`src/rtl/uart_tx_fifo_param_pkg.sv`:
```
// uart_tx_fifo_param_pkg: shared FSM state, parity mode types and defaults for the UART TX path
package uart_tx_fifo_param_pkg;
  typedef enum logic [2:0] {IDLE, START, DATA, PARITY, STOP} tx_state_e;
  typedef enum logic [1:0] {PAR_NONE = 2'd0, PAR_EVEN = 2'd1, PAR_ODD = 2'd2} parity_e;
  localparam int DEFAULT_CLKS_PER_BIT = 868;
  // Mode 3 is reserved and behaves as no parity.
  function automatic logic parity_enabled(input logic [1:0] mode);
    return mode == PAR_EVEN || mode == PAR_ODD;
  endfunction
endpackage

```
`src/rtl/uart_fifo_sync.sv`:
```
// uart_fifo_sync: single-clock FIFO, no fall-through
//   clk, rst       : clock, async active-high reset (flushes contents)
//   push, din      : write request and data (ignored when full)
//   pop, dout      : read request and head word (dout valid while !empty)
//   full, empty    : occupancy flags derived from count
//   count          : entries held, 0..DEPTH
module uart_fifo_sync
  import uart_tx_fifo_param_pkg::*;
#(
  parameter int WIDTH = 8,
  parameter int DEPTH = 8
) (
  input  logic                     clk,
  input  logic                     rst,
  input  logic                     push,
  input  logic [WIDTH-1:0]         din,
  input  logic                     pop,
  output logic [WIDTH-1:0]         dout,
  output logic                     full,
  output logic                     empty,
  output logic [$clog2(DEPTH):0]   count
);
  localparam int AW = $clog2(DEPTH);
  localparam int CW = AW + 1;
  logic [WIDTH-1:0] mem [DEPTH];
  logic [AW-1:0] wr_ptr, rd_ptr;
  logic do_push, do_pop;
  assign full    = count == CW'(DEPTH);
  assign empty   = count == '0;
  assign do_push = push && !full;
  assign do_pop  = pop && !empty;
  assign dout    = mem[rd_ptr];
  // Pointers wrap naturally since DEPTH is a power of two; count tells full from empty.
  always_ff @(posedge clk or posedge rst) begin
    if (rst) begin
      wr_ptr <= '0;
      rd_ptr <= '0;
      count  <= '0;
    end else begin
      wr_ptr <= do_push ? wr_ptr + 1'b1 : wr_ptr;
      rd_ptr <= do_pop ? rd_ptr + 1'b1 : rd_ptr;
      count  <= count + CW'(do_push) - CW'(do_pop);
    end
  end
  always_ff @(posedge clk) begin
    if (do_push) mem[wr_ptr] <= din;
  end
endmodule

```
`src/rtl/uart_tx_fifo_param.sv`:
```
// uart_tx_fifo_param: parametrised UART transmitter with input FIFO and runtime parity/stop config
//   clk, rst             : clock, async active-high reset (drops any frame in flight)
//   din, din_valid       : host word and valid; accepted when din_ready
//   din_ready            : FIFO not full
//   parity_mode, stop2   : frame format, latched when a word is popped
//   tx                   : registered serial line, idle high
//   tx_busy, tx_done     : frame in progress / one-cycle end-of-frame pulse
//   fifo_count           : words queued
module uart_tx_fifo_param
  import uart_tx_fifo_param_pkg::*;
#(
  parameter int DATA_BITS    = 8,
  parameter int CLKS_PER_BIT = DEFAULT_CLKS_PER_BIT,
  parameter int FIFO_DEPTH   = 8
) (
  input  logic                          clk,
  input  logic                          rst,
  input  logic [DATA_BITS-1:0]          din,
  input  logic                          din_valid,
  output logic                          din_ready,
  input  logic [1:0]                    parity_mode,
  input  logic                          stop2,
  output logic                          tx,
  output logic                          tx_busy,
  output logic                          tx_done,
  output logic [$clog2(FIFO_DEPTH):0]   fifo_count
);
  localparam int BW = $clog2(CLKS_PER_BIT);
  localparam int NW = $clog2(DATA_BITS);
  tx_state_e state;
  logic [BW-1:0] baud;
  logic [NW-1:0] bit_cnt;
  logic [DATA_BITS-1:0] shift, head;
  logic par_en, par_val, two_stop;
  logic full, empty, baud_end, last_stop, frame_end, pop;
  uart_fifo_sync #(.WIDTH(DATA_BITS), .DEPTH(FIFO_DEPTH)) u_fifo (
    .clk   (clk),
    .rst   (rst),
    .push  (din_valid),
    .din   (din),
    .pop   (pop),
    .dout  (head),
    .full  (full),
    .empty (empty),
    .count (fifo_count)
  );
  assign din_ready = !full;
  assign baud_end  = baud == BW'(CLKS_PER_BIT - 1);
  // bit_cnt doubles as the stop-bit index inside STOP.
  assign last_stop = bit_cnt == NW'(two_stop);
  assign frame_end = state == STOP && last_stop && baud_end;
  // Popping on the last stop cycle lets the next start bit follow with no idle gap.
  assign pop       = !empty && (state == IDLE || frame_end);
  always_ff @(posedge clk or posedge rst) begin
    if (rst) begin
      state    <= IDLE;
      tx       <= 1'b1;
      tx_busy  <= 1'b0;
      tx_done  <= 1'b0;
      baud     <= '0;
      bit_cnt  <= '0;
      shift    <= '0;
      par_en   <= 1'b0;
      par_val  <= 1'b0;
      two_stop <= 1'b0;
    end else begin
      baud    <= (state == IDLE || baud_end) ? '0 : baud + 1'b1;
      // Registered pulse: raised one cycle early so it lines up with the final stop cycle.
      tx_done <= state == STOP && last_stop && baud == BW'(CLKS_PER_BIT - 2);
      if (pop) begin
        state    <= START;
        tx       <= 1'b0;
        tx_busy  <= 1'b1;
        shift    <= head;
        bit_cnt  <= '0;
        par_en   <= parity_enabled(parity_mode);
        par_val  <= (^head) ^ (parity_mode == PAR_ODD);
        two_stop <= stop2;
      end else if (baud_end) begin
        case (state)
          START: begin
            state   <= DATA;
            tx      <= shift[0];
            bit_cnt <= '0;
          end
          DATA: begin
            if (bit_cnt == NW'(DATA_BITS - 1)) begin
              state   <= par_en ? PARITY : STOP;
              tx      <= par_en ? par_val : 1'b1;
              bit_cnt <= '0;
            end else begin
              bit_cnt <= bit_cnt + 1'b1;
              shift   <= shift >> 1;
              tx      <= shift[1];
            end
          end
          PARITY: begin
            state   <= STOP;
            tx      <= 1'b1;
            bit_cnt <= '0;
          end
          STOP: begin
            if (last_stop) begin
              state   <= IDLE;
              tx_busy <= 1'b0;
            end else begin
              bit_cnt <= bit_cnt + 1'b1;
            end
          end
          default: state <= IDLE;
        endcase
      end
    end
  end
endmodule
```
`config.mk`:
```
export PLATFORM = sky130hd
export DESIGN_NAME = uart_tx_fifo_param
export DESIGN_NICKNAME = d
export VERILOG_FILES = /design/src/rtl/uart_tx_fifo_param_pkg.sv /design/src/rtl/uart_fifo_sync.sv /design/src/rtl/uart_tx_fifo_param.sv
export SDC_FILE = /design/constraint.sdc
export NUM_CORES = 1
export LEC_CHECK = 0
export BUFFER_PORTS_ARGS = -buffer_cell sky130_fd_sc_hd__buf_4
export CORE_MARGIN = 8
export CORE_UTILIZATION = 61
export CTS_CLUSTER_SIZE = 24
export DETAILED_ROUTE_END_ITERATION = 12
export PLACE_DENSITY = 0.82
export SETUP_SLACK_MARGIN = 0.1
export SYNTH_ARGS = -nofsm -noshare
export SYNTH_HDL_FRONTEND = slang
export SYNTH_SLANG_ARGS = --single-unit
```
`constraint.sdc`:
```
create_clock -name clk -period 3.71 [get_ports clk]
set_input_delay 0.5565 -clock clk [delete_from_list [all_inputs] [get_ports clk]]
set_output_delay 0.5565 -clock clk [all_outputs]
set_load 0.05 [all_outputs]
```
# ---- Yosys cells after proc, flatten, opt, wreduce, memory -nomap -nowiden
# Memories as Yosys holds them, arrays and structs flattened.
# Index checks and enable logic that the tools add are counted.
dict set report totals {
  ff_bits 40
  mem_bits_rw 64
  out_inout_bits 8
  mem_count 1
}
dict set report op_classes {
  n_addsub 6
  eq_ne 15
  n_mux 27
  bitwise_logic 1
  reduce_logical 26
}
# name depth word_bits read_ports rd_clocked_by_memory_dff wr line
set mem_list {}
lappend mem_list {u_fifo.mem 8 8 1 0 1 uart_fifo_sync.sv:25} ;# logic [WIDTH-1:0] mem [DEPTH];
# op n
set op_table {}
lappend op_table {{$mux W8} 4}
lappend op_table {{$mux W3} 9}
lappend op_table {{$eq A10 B10 Y1 const B} 2}
lappend op_table {{$pmux W3 S4} 1}
lappend op_table {{$reduce_and A3 Y1} 4}
lappend op_table {{$add A10 B1 Y10 const B} 1}
lappend op_table {{$mux W1} 10}
lappend op_table {{$mux W10} 1}
lappend op_table {{$add A3 B1 Y3 const B} 3}
lappend op_table {{$ne A3 B2 Y1 const B} 3}
lappend op_table {{$pmux W3 S3} 1}
lappend op_table {{$reduce_bool A2 Y1} 4}
lappend op_table {{$reduce_bool A4 Y1} 2}
lappend op_table {{$reduce_xor A8 Y1} 1}
lappend op_table {{$eq A3 B2 Y1 const B} 2}
lappend op_table {{$eq A3 B3 Y1 const B} 2}
lappend op_table {{$logic_and A1 B1 Y1} 6}
lappend op_table {{$add A4 B1 Y4} 1}
lappend op_table {{$eq A4 B4 Y1 const B} 1}
lappend op_table {{$logic_not A4 Y1} 1}
lappend op_table {{$sub A4 B1 Y4} 1}
lappend op_table {{$eq A3 B1 Y1} 1}
lappend op_table {{$eq A3 B1 Y1 const B} 1}
lappend op_table {{$logic_not A3 Y1} 1}
lappend op_table {{9 further kinds} 12}

# ---- Depth between registers and ports, before layout
# Gate-level depths: netlist of run 1.
dict set report depth {
  ltp_word 7
  mapped_depth 11
  depth_no_buf 11
}

# ---- Hierarchy
# From an unflattened synthesis of run 1, not the netlist that was laid out.
dict set report hier_totals {
  cells_unflattened 320
  area_unflattened_um2 4725.8
}
# module instances cells_per_inst area_each_um2 seq_area_each_um2
set modules_own_cells {}
lappend modules_own_cells {uart_fifo_sync 1 152 3071.7 2172.1}
lappend modules_own_cells {uart_tx_fifo_param 1 168 1654.1 752.0}

# ---- Least setup slack after synthesis of run 1
# No wires, ideal clock.
dict set report synth_timing {
  kind {flip-flop to flip-flop}
  start {reg u_fifo.count[2]}
  end {mem u_fifo.mem[0][0] (enable)}
  setup_ns 0.383
  t_arrival_ns 2.343
  path_slack_ns 0.984
  path_stages_with_launch 8
  path_buffers 0
  synth_period_minus_slack_ns 2.726
  cell_sequence {dfrtp_1 inv_1 ha_1 nand2_1 nand2_1 inv_1 nand2b_1 nor3_1}
}
dict set report synth_between {
  elab_chain_cells 5
}
# item line
set synth_rtl {}
lappend synth_rtl {{start: declaration} uart_fifo_sync.sv:21} ;# output logic [$clog2(DEPTH):0] count
lappend synth_rtl {{start signal: assignment} uart_fifo_sync.sv:42} ;# count <= count + CW'(do_push) - CW'(do_pop);
lappend synth_rtl {{$eq A4 B4 Y1} uart_fifo_sync.sv:28} ;# assign full = count == CW'(DEPTH);
lappend synth_rtl {{$logic_not A1 Y1} n/a}
lappend synth_rtl {{via din_ready} uart_tx_fifo_param.sv:20} ;# output logic din_ready,
lappend synth_rtl {{$logic_and A1 B1 Y1} uart_fifo_sync.sv:30} ;# assign do_push = push && !full;
lappend synth_rtl {{via u_fifo.do_push} uart_fifo_sync.sv:27} ;# logic do_push, do_pop;
lappend synth_rtl {{$mux W1} uart_fifo_sync.sv:46} ;# if (do_push) mem[wr_ptr] <= din;
lappend synth_rtl {{$mux W1 (not written as such)} uart_fifo_sync.sv:46}
lappend synth_rtl {{end: declaration} uart_fifo_sync.sv:25}
# The timed path passes the listed nets, and every way through them passes these cells.

# ---- Final worst setup path of run 1
dict set report layout_timing {
  start {reg baud[0]}
  end {reg u_fifo.count[2]}
}
dict set report layout_between {
  elab_chain_cells 6
}
# item line
set layout_rtl {}
lappend layout_rtl {{start: declaration} uart_tx_fifo_param.sv:31} ;# logic [BW-1:0] baud;
lappend layout_rtl {{start signal: assignment} uart_tx_fifo_param.sv:67} ;# baud <= (state == IDLE || baud_end) ? '0 : baud + 1'b1;
lappend layout_rtl {{$eq A10 B10 Y1} uart_tx_fifo_param.sv:48} ;# assign baud_end = baud == BW'(CLKS_PER_BIT - 1);
lappend layout_rtl {{$logic_and A1 B1 Y1} uart_tx_fifo_param.sv:51} ;# assign frame_end = state == STOP && last_stop && baud_end;
lappend layout_rtl {{$logic_or A1 B1 Y1} uart_tx_fifo_param.sv:53} ;# assign pop = !empty && (state == IDLE || frame_end);
lappend layout_rtl {{$logic_and A1 B1 Y1} uart_tx_fifo_param.sv:53}
lappend layout_rtl {{$logic_and A1 B1 Y1} uart_fifo_sync.sv:31} ;# assign do_pop = pop && !empty;
lappend layout_rtl {{via u_fifo.do_pop} uart_fifo_sync.sv:27}
lappend layout_rtl {{$sub A4 B1 Y4} uart_fifo_sync.sv:42}
# The timed path passes the listed nets, and every way through them passes these cells.
# A chain may end at the register's enable or synchronous reset.

==> results by group, run 1 <==
Worst setup path
  – Worst EP required: roughly 4.0 ns
  – CP arrival: approximately 3.3 ns
  – Setup crit end kind: flip-flop
  – Crit path max fanout: 19
  – CP Class: flip-flop to flip-flop
  – CP Launch Type: flip-flop
  – Worst-case reg-to-reg path depth: 10

Clock network
  – Hold_buf cts: 0
  – Clock root cell: clkbuf_8
  – Worst-path clk slew: 0.10 ns
  – Num CTS Buffers: 9
  – Max H-tree Level: 3
  – Setup Buffers After CTS: 0
  – CTS Sinks: between 100 and 150
  – Clock buffer depth: 2
  – CTS resizes: 0
  – CTS tree: done
  – Clk_lat worst skew: roughly 0.37 ns

Final layout
  – Final Util: 0.696
  – Commonest non-fill, non-tap cells in the layout: 64 x edfxtp_1, 39 x dfrtp_1, 34 x nor2_1
  – Fin area: 5050 µm²
  – Multi-input gate area: approximately 1500 µm²
  – Final nets: about 370
  – Fill count: about 490
  – # diodes: 0
  – Most common cell after layout, fill and taps aside: edfxtp_1
  – Area Growth Syn to Fin: 10.3%
  – Share of cells above drive strength 1: 0.195
  – Sequential cell area: around 2900 µm²

Power and ir drop
  – Peak VDD IR: 0.000328 V
  – Pwr dens: roughly 520 nW/µm²
  – Comb pwr share: 0.197
  – Clock share of power: 0.252
  – Leak: 1.99 nW
  – Sequential power share: 0.551
  – Switching share of power: 0.301
  – Switching Power: 0.792 mW
  – Internal power: ~1.8 mW

Synthesis
  – Unique masters post-synth: 48
  – Post-Syn Area per Cell: roughly 15 µm²
  – Post-synth EDFFs: between 60 and 70
  – Synthesized Nets: 341
  – Compound-Gate Fraction of Synth Area: 0.0577
  – Simple-gate area share of the yosys netlist: 0.0940
  – XOR/XNOR Fraction of Synth Area: 0.0432
  – Post-synthesis sequential area ratio: 0.639
  – Area of the mapped netlist: ~4600 µm²
  – Yosys reg bits: 104
  – Fraction of the mapped netlist area in adder cells: 0.0399
  – Ys flop type: edfxtp_1
  – Proportion of synthesized area in mux cells: 0.102
  – Async SR Flop Fraction: 0.385
  – Largest family of logic cells by synthesized area: multiplexers
  – Syn Inst Count: 313
  – Yosys warns: 0

Timing
  – Crit share post-route: 0.825
  – Worst Setup Slack, final: between 0.6 and 0.7 ns
  – Fin. Hold Viols: 0
  – Hold WS: around 0.31 ns
  – Final setup fails: 0
  – RSZ-0062 raised after global routing: false
  – Fmax: about 330 MHz
  – Slew @ Worst Pin: approximately 0.97 ns
  – Tmin final: around 3 ns
  – Fin. max-slew vios: 0
  – Worst Skew: around 0.015 ns
  – Slew Limit Headroom: 0.354
  – Setup TNS: 0 ns

Global routing
  – Antenna violations before repair: 0
  – Largest net degree at the start of global routing: ~40
  – Vias in the first global route: between 2000 and 3000
  – First-pass GRT wire length: between 10 and 15 mm
  – GRT Total Usage: 0.164
  – Total gr overflow: 0

Placement
  – DP Area: 4860 µm²
  – Placed wire-length estimate: 5.40 mm
  – Routability cong.: 0.885
  – Number of port buffers: 21
  – Pre-CTS setup slack: about 0.69 ns

Routing
  – DR pass1 iterations: 4
  – Detailed-route via count: ~2600
  – Vias per cell: ~5.7
  – Initial DRC Count: 187
  – WL per Instance: around 18 µm
  – Residual DRC count: 0
  – Final wirelength: 7.99 mm
  – Antenna viol nets, final: 0

Worst hold path
  – Hold WC Path Type: input pin to asynchronous set/reset pin

Flow run
  – Max_cap viols: 0

Floorplanning
  – Cell Rows: 31
  – Core box area: 7250 µm²
  – Die area: 10500 µm²
  – Initial Utilization: 0.631
  – Num ports: 22
  – Die Ht: 103 µm
  – Die extent in x: 103 µm

Run status
  – Status: completed
-- state kept, by name, summed over array words and instances (netlist names) --
register	count
par_en	1
u_fifo.mem	64
tx_busy	1
state	3
u_fifo.rd_ptr	3
par_val	1
baud	10
shift	8
tx_done	1
u_fifo.wr_ptr	3
tx	1
bit_cnt	3
two_stop	1
u_fifo.count	4
-- layout make-up --
cell class              count  area share
well taps                  99      0.0245
flip-flops and latches    104       0.579
clock inverters             7      0.0129
inverters                  17      0.0126
clock buffers               9      0.0245
repair buffers             27      0.0402
multi-input cells         185       0.306
-- metrics by stage --
stage	cells	total power, mW
2_1_floorplan	313	1.82
3_3_place_gp	432	1.97
3_5_place_dp	432	2.00
4_1_cts	448	2.66
5_1_grt	448	2.74
6_report	448	2.63
-- cells by family after synthesis --
group	after synthesis
simple gates	88
mux	25
buf+inv	24
flops	104
compound gates	37
xor+xnor	21
fa+ha+maj	14
-- final timing paths --
path	to	start	slack, ns
min in group clk	two_stop	stop2	0.39
min	baud[9]	rst	0.31
max reg2reg	u_fifo.count[2]	baud[0]	0.65
max in group asynchronous	tx	rst	3.04
max	u_fifo.count[2]	baud[0]	0.65
min reg2reg	par_val	par_val	0.50
-- power by group through the flow --
stage / Combinational (mW) / Sequential (mW) / Clock [mW]
3_5_place_dp: 0.527 / 1.47 / 0
4_1_cts: 0.530 / 1.45 / 0.681
2_1_floorplan: 0.290 / 1.53 / 0
3_3_place_gp: 0.512 / 1.46 / 0
6_report: 0.519 / 1.45 / 0.662
5_1_grt: 0.568 / 1.46 / 0.716
-- per-layer routing --
metal / up-vias / routed length, µm / GRT usage
met3: 8 / 330 / 0.0398
met1: 1284 / 3380 / 0.193
met2: 60 / 4190 / 0.282
met4: 0 / 88 / 0.0666
met5: - / 0 / 0
li1: 1214 / - / -
-- Yosys cell counts (2+ instances only) --
cell type,count,share of area
a21o_1,2,0.0033
a21oi_1,6,0.0066
a221o_1,6,0.013
a2bb2oi_1,2,0.0038
a31oi_1,2,0.0027
and3_1,2,0.0027
buf_2,4,0.0044
buf_6,2,0.0049
dfrtp_1,39,0.21
edfxtp_1,64,0.42
ha_1,13,0.036
inv_1,16,0.013
mux2i_1,7,0.015
mux4_2,16,0.079
nand2_1,27,0.022
nand2b_1,4,0.0055
nand3_1,7,0.0077
nand3b_1,2,0.0033
nor2_1,34,0.028
nor3_1,3,0.0033
o21ai_0,7,0.0077
o21ai_2,2,0.0038
o21bai_1,2,0.0033
o22ai_1,2,0.0027
xnor2_1,12,0.023
xor2_1,8,0.015
-- critical path, stage by stage (launching register included) --
cell      delay (ns)
dfrtp_1         0.43
ha_1            0.29
nand4b_4        0.21
nor2_4          0.07
o21ai_2         0.59
clkinv_1        0.23
ha_1            0.33
inv_1           0.04
ha_1            0.20
fa_1            0.38
xor2_1          0.15
(Power assumes the default switching activity.)
==> run 2: changes to the inputs <==
ABC_AREA = 1   (was unset)
CORE_UTILIZATION = 55   (was 61)
PLACE_DENSITY = 0.78   (was 0.82)
clock period = 2.5 ns   (was 3.71 ns; I/O delays follow)
==> results by group, run 2 <==
Timing
  – RSZ-0062 raised after global routing: false
  – Fmax: 448 MHz (+37%)
  – Setup TNS: 0 ns (unchanged)
  – Final setup fails: 0 (unchanged)
  – Fin. max-slew vios: 0 (unchanged)
  – Crit share post-route: 0.893 (+0.0679)
  – Worst Skew: 0.0176 ns (+0.00211 ns)
  – Tmin final: 2.23 ns (-0.828 ns)
  – Slew Limit Headroom: 0.605 (+0.251)
  – Slew @ Worst Pin: 0.593 ns (-0.373 ns)
  – Fin. Hold Viols: 0 (unchanged)
  – Worst Setup Slack, final: 0.268 ns (-0.382 ns)

Final layout
  – Post-Layout Cell Count: 690 (+54%)
  – Final nets: 603 (+62%)
  – Commonest non-fill, non-tap cells in the layout: 156 x nand2_1, 81 x inv_1, 64 x edfxtp_1
  – Largest regs: u_fifo.mem (64), baud (10), shift (8)
  – Share of cells above drive strength 1: 0.131 (-0.0636)
  – Fill count: 712 (+46%)
  – Area Growth Syn to Fin: 8.87%
  – Final Util: 0.607 (-0.0888)
  – Sequential cell area: 2920 µm² (unchanged)
  – Multi-input gate area: 1710 µm² (+11%)
  – Fin area: 5530 µm² (+9.5%)
  – Most common cell after layout, fill and taps aside: nand2_1
  – Top reg by flops: u_fifo.mem
  – # diodes: 0 (unchanged)
  – Max FFs per register: 64 (unchanged)

Worst setup path
  – CP Class: flip-flop to flip-flop
  – Reg2Reg Launch Point: baud[0]
  – Worst EP required: 2.76 ns (-1.20 ns)
  – Setup crit end kind: flip-flop
  – Critical Path Start: baud[0]
  – CP endpoint: u_fifo.count[2]
  – CP Launch Type: flip-flop
  – R2r setup slk: 0.27 ns (-0.38 ns)
  – Crit path max fanout: 4 (-15)
  – RR Endpoint: u_fifo.count[2]
  – Worst-case reg-to-reg path depth: 12 (+2)
  – CP arrival: 2.49 ns (-0.82 ns)

Clock network
  – Hold_buf cts: 0 (unchanged)
  – Clock root cell: clkbuf_8
  – Clk_lat worst skew: 0.37 ns (about the same)
  – Setup Buffers After CTS: 0 (unchanged)
  – Max H-tree Level: 3 (unchanged)
  – Worst-path clk slew: 0.10 ns (about the same)
  – CTS Sinks: 104 (unchanged)
  – Clock buffer depth: 2 (unchanged)
  – CTS tree: done
  – Num CTS Buffers: 9 (unchanged)
  – CTS resizes: 0 (unchanged)

Routing
  – Residual DRC count: 0 (unchanged)
  – Initial DRC Count: 250 (+34%)
  – WL per Instance: 14.3 µm (-20%)
  – Detailed-route via count: 3595 (+40%)
  – Final wirelength: 9.85 mm (+23%)
  – DR pass1 iterations: 5 (+1)
  – Antenna viol nets, final: 0 (unchanged)
  – Vias per cell: 5.21 (-9.0%)

Synthesis
  – Most numerous cell in the Yosys netlist: nand2_1
  – Synthesized Nets: 573 (+68%)
  – Yosys reg bits: 104 (unchanged)
  – Async SR Flop Fraction: 0.385 (unchanged)
  – Synth top cells by count: 156 x nand2_1, 81 x inv_1, 64 x edfxtp_1
  – Yosys top cell by area: edfxtp_1
  – Top post-synthesis cells by area: edfxtp_1 38%, dfrtp_1 19%, nand2_1 12%
  – Unique masters post-synth: 35 (-27%)
  – Synth top area share: 0.379 (-0.0414)
  – Post-Syn Area per Cell: 9.32 µm² (-36%)
  – Ys flop type: edfxtp_1
  – Area of the mapped netlist: 5080 µm² (+11%)
  – Post-synth EDFFs: 64 (unchanged)
  – Syn Inst Count: 545 (+74%)
  – Yosys warns: 0 (unchanged)
  – Post-synthesis sequential area ratio: 0.576 (-0.0630)

Placement
  – Placed Cells: 674 (+56%)
  – Routability cong.: 0.867 (-2.0%)
  – DP Area: 5350 µm² (+10%)
  – Number of port buffers: 21 (unchanged)
  – Pre-CTS setup slack: 0.210 ns (-0.481 ns)
  – Placed wire-length estimate: 6.80 mm (+26%)

Global routing
  – Largest net degree at the start of global routing: 41 (unchanged)
  – Total gr overflow: 0 (unchanged)
  – Antenna violations before repair: 0 (unchanged)
  – GRT Total Usage: 0.162 (-0.00211)
  – Vias in the first global route: 3488 (+31%)
  – First-pass GRT wire length: 16.2 mm (+26%)

Power and ir drop
  – Internal power: 3.45 mW (+88%)
  – Sequential power share: 0.413 (-0.138)
  – Leak: 2.58 nW (+30%)
  – Pwr dens: 1070 nW/µm² (+110%)
  – Switching Power: 2.49 mW (+210%)
  – Comb pwr share: 0.431 (+0.234)
  – Clock share of power: 0.156 (-0.096)
  – Peak VDD IR: 0.000743 V (+130%)
  – Switching share of power: 0.419 (+0.118)

Worst hold path
  – Hold WC Path Type: input pin to asynchronous set/reset pin

Floorplanning
  – Die extent in x: 112 µm (+9.2%)
  – Initial Utilization: 0.557 (-0.0736)
  – Cell Rows: 35 (+13%)
  – Die Ht: 112 µm (+9.2%)
  – Num ports: 22 (unchanged)
  – Die area: 12600 µm² (+19%)
  – Core box area: 9110 µm² (+26%)

Run status
  – Status: completed

Flow run
  – Max_cap viols: 0 (unchanged)
==> run 2: cell types whose count changed in the layout (fill, tap and decap cells not counted), moves of 11 or more <==
| cell | delta |
|---|---|
| nand2_1 | +129 |
| nor2_1 | +21 |
| nand3_1 | +36 |
| mux4_2 | -16 |
| xnor2_1 | -11 |
| inv_1 | +65 |
==> run 2: per-stage QoR <==
step	hold WS, ns	total power, mW
floorplan	0.450	4.49
finish	0.139	5.94
CTS	0.151	5.96
detailed placement	0.468	5.06
global route	0.184	6.41
global placement	0.463	4.94
==> run 2: per-layer routing <==
layer / vias to the layer above / global-route usage / wire length, µm
met5: - / 0 / 0
met4: 0 / 0.0728 / 138
met3: 11 / 0.0327 / 455
met2: 104 / 0.267 / 4780
met1: 1682 / 0.202 / 4470
li1: 1798 / - / -
==> run 2: layout make-up <==
type	count	share of cell area
tap	111	0.0251
clock inverter	6	0.00792
timing repair buffer	33	0.0471
sequential	104	0.529
clock buffer	9	0.0224
multi-input combinational	341	0.309
inverter	86	0.0593
==> run 2: power by group through the flow <==
stage                     logic [mW]  clock network (mW)  registers, mW
after floorplan                 1.93                   0           2.56
after global placement          2.47                   0           2.47
after detailed placement        2.57                   0           2.49
after CTS                       2.58               0.936           2.45
after global routing            2.92               0.985           2.50
final                           2.56               0.926           2.46
==> run 2: cell families (layout without fill, tap and decap cells) <==
logic type      after synthesis  after routing  synth area share
flops                       104            104             0.576
buf+inv                     100            134            0.0904
xor+xnor                      5              5           0.00862
simple gates                286            286             0.244
compound gates               36             36            0.0448
fa+ha+maj                    14             14            0.0360
==> run 2: worst min path at each step <==
stage | from | to | slack (ns) | cells past startpoint
floorplan | par_val | par_val | 0.45 | 2
global placement | tx | tx | 0.46 | 2
detailed placement | tx | tx | 0.47 | 2
CTS | rst | baud[5] | 0.15 | 3
global route | rst | baud[8] | 0.18 | 3
finish | rst | baud[8] | 0.14 | 3
==> run 2: worst max-delay path, stage by stage (launching register included) <==
cell     delay, ns
dfrtp_1       0.43
ha_1          0.26
nand3_2       0.11
nor3_4        0.05
nand2_2       0.07
nand2_2       0.07
nand2_4       0.06
inv_2         0.04
ha_1          0.27
inv_1         0.04
ha_1          0.19
fa_1          0.38
xor2_1        0.15
==> run 3: changes to the inputs <==
CORE_UTILIZATION = 61   (was 55)
PLACE_DENSITY = 0.82   (was 0.78)
clock period = 2.55 ns   (was 2.5 ns; I/O delays follow)
==> results by group, run 3 (same netlist as run 2, synthesis figures left out) <==
Final layout
  – Commonest non-fill, non-tap cells in the layout: 156 x nand2_1, 81 x inv_1, 64 x edfxtp_1
  – Share of cells above drive strength 1: 0.131 (+0.000227)
  – Final nets: 602 (-0.17%)
  – Fin area: 5510 µm² (-0.34%)
  – # diodes: 0 (unchanged)
  – Largest regs: u_fifo.mem (64), baud (10), shift (8)
  – Area Growth Syn to Fin: 8.50%
  – Max FFs per register: 64 (unchanged)
  – Most common cell after layout, fill and taps aside: nand2_1
  – Top reg by flops: u_fifo.mem

Clock network
  – Num CTS Buffers: 9 (unchanged)
  – CTS Sinks: 104 (unchanged)
  – Setup Buffers After CTS: 0 (unchanged)
  – CTS tree: done
  – Clk_lat worst skew: 0.36 ns (about the same)
  – Hold_buf cts: 0 (unchanged)
  – Clock buffer depth: 2 (unchanged)
  – CTS resizes: 0 (unchanged)
  – Worst-path clk slew: 0.10 ns (about the same)
  – Clock root cell: clkbuf_8
  – Max H-tree Level: 3 (unchanged)

Global routing
  – Largest net degree at the start of global routing: 41 (unchanged)
  – GRT Total Usage: 0.182 (+0.0197)
  – Antenna violations before repair: 0 (unchanged)
  – Vias in the first global route: 3576 (+2.5%)
  – First-pass GRT wire length: 16.5 mm (+1.5%)
  – Total gr overflow: 0 (unchanged)

Worst setup path
  – Stages on the worst setup path: 11 (-1)
  – Critical Path Start: baud[0]
  – Crit path max fanout: 4 (unchanged)
  – CP endpoint: u_fifo.count[1]
  – Worst EP required: 2.79 ns (+0.03 ns)
  – Slowest cell on crit path: fa_1
  – CP bufs+invs: 2 (unchanged)
  – R2r setup slk: 0.27 ns (about the same)
  – RR Endpoint: u_fifo.count[1]
  – Worst-case reg-to-reg path depth: 11 (-1)
  – Reg2Reg Launch Point: baud[0]
  – CP Cell Sequence: ha_1 -> nand3_2 -> nor3_4 -> nand2_2 -> nand2_2 -> nand2_4 -> inv_2 -> ha_1 -> inv_1 -> ha_1 -> fa_1
  – Cell family with the largest share of critical-path delay: adder cells
  – Most Frequent Cell on Critical Path: ha_1
  – CP arrival: 2.52 ns (+0.03 ns)
  – CP Class: flip-flop to flip-flop
  – CP Launch Type: flip-flop
  – Slowest stage delay, CP: 0.42 ns (about the same)
  – Setup crit end kind: flip-flop

Floorplanning
  – Cell Rows: 33 (-5.7%)
  – Num ports: 22 (unchanged)
  – Die Ht: 107 µm (-4.3%)
  – Initial Utilization: 0.624 (+0.0668)
  – Die extent in x: 107 µm (-4.3%)
  – Die area: 11500 µm² (-8.5%)
  – Core box area: 8130 µm² (-11%)

Routing
  – Residual DRC count: 0 (unchanged)
  – WL per Instance: 14.5 µm (+1.7%)
  – Initial DRC Count: 239 (-4.4%)
  – Detailed-route via count: 3575 (-0.56%)
  – Antenna viol nets, final: 0 (unchanged)
  – DR pass1 iterations: 5 (unchanged)
  – Vias per cell: 5.23 (+0.46%)
  – Final wirelength: 9.91 mm (+0.65%)

Power and ir drop
  – Clock share of power: 0.159 (+0.003)
  – Pwr dens: 1060 nW/µm² (-1.3%)
  – Sequential power share: 0.411 (-0.002)
  – Switching Power: 2.46 mW (-1.1%)
  – Peak VDD IR: 0.000661 V (-11%)
  – Internal power: 3.38 mW (-1.9%)
  – Switching share of power: 0.421 (+0.00191)
  – Comb pwr share: 0.430 (about the same)
  – Leak: 2.58 nW (about the same)

Placement
  – Placed wire-length estimate: 6.81 mm (+0.13%)
  – Routability cong.: 0.826 (-4.7%)
  – Number of port buffers: 21 (unchanged)
  – DP Area: 5330 µm² (-0.37%)

Flow run
  – Max_cap viols: 0 (unchanged)

Worst hold path
  – Hold WC Path Type: input pin to asynchronous set/reset pin

Timing
  – Final setup fails: 0 (unchanged)
  – Crit share post-route: 0.896 (+0.00289)
  – RSZ-0062 raised after global routing: false
  – Fmax: 438 MHz (-2.3%)
  – Slew Limit Headroom: 0.555 (-0.0494)
  – Fin. max-slew vios: 0 (unchanged)
  – Fin. Hold Viols: 0 (unchanged)
  – Setup TNS: 0 ns (unchanged)
  – Tmin final: 2.28 ns (+0.0520 ns)
  – Slew @ Worst Pin: 0.667 ns (+0.0740 ns)
  – Worst Skew: 0.0106 ns (-0.00692 ns)

Run status
  – Status: completed
-- run 3: cell count changes in the layout (fill, tap and decap cells not counted) --
cell / change
clkinv_4: +3
clkinvlp_4: -2
inv_6: +2
buf_12: -1
clkinv_1: -1
clkinvlp_2: -1
inv_8: -1
-- run 3: cell type report --
cell class | count | area, µm²
Clock buffer | 9 | 124
Clock inverter | 6 | 52.6
Fill cell | 608 | 2630
Inverter | 86 | 328
Multi-Input combinational cell | 341 | 1710
Sequential cell | 104 | 2920
Tap cell | 105 | 131
Timing Repair Buffer | 32 | 240
-- run 3: worst min path at each step --
stage | startpoint | endpoint
floorplan | par_val | par_val
global placement | tx | tx
detailed placement | tx | tx
CTS | rst | tx_busy
global route | rst | tx_busy
finish | rst | shift[2]
-- run 3: routing by layer --
layer | track usage | wire, µm | vias to the layer above
met5 | 0 | 0 | -
met4 | 0.0734 | 142 | 0
met3 | 0.0360 | 460 | 12
met2 | 0.295 | 4890 | 87
met1 | 0.234 | 4410 | 1675
li1 | - | - | 1801
-- run 3: worst register-to-register path, delay by kind of cell (launching register included) --
kind	cells	cell delay (ns)
buffers and inverters	2	0.11
and+or+nand+nor	5	0.62
DFF	1	0.40
adders and majority gates	4	1.03
-- run 3: power groups by stage --
| stage | clock (mW) | combinational [mW] | sequential (mW) |
|---|---|---|---|
| final | 0.931 | 2.51 | 2.40 |
| after global routing | 1.01 | 2.87 | 2.43 |
| after CTS | 0.937 | 2.52 | 2.40 |
| after detailed placement | 0 | 2.51 | 2.43 |
| after global placement | 0 | 2.40 | 2.41 |
| after floorplan | 0 | 1.89 | 2.51 |
-- run 3: stage by stage --
step | worst slack, ns | total power, mW | instances | hold slack (ns) | util
detailed placement | 0.269 | 4.94 | 668 | 0.472 | 0.656
global placement | 0.372 | 4.80 | 668 | 0.462 | 0.656
finish | 0.266 | 5.85 | 683 | 0.140 | 0.677
CTS | 0.262 | 5.85 | 683 | 0.158 | 0.677
floorplan | 0.147 | 4.40 | 545 | 0.450 | -
global route | 0.111 | 6.31 | 683 | 0.195 | 0.677
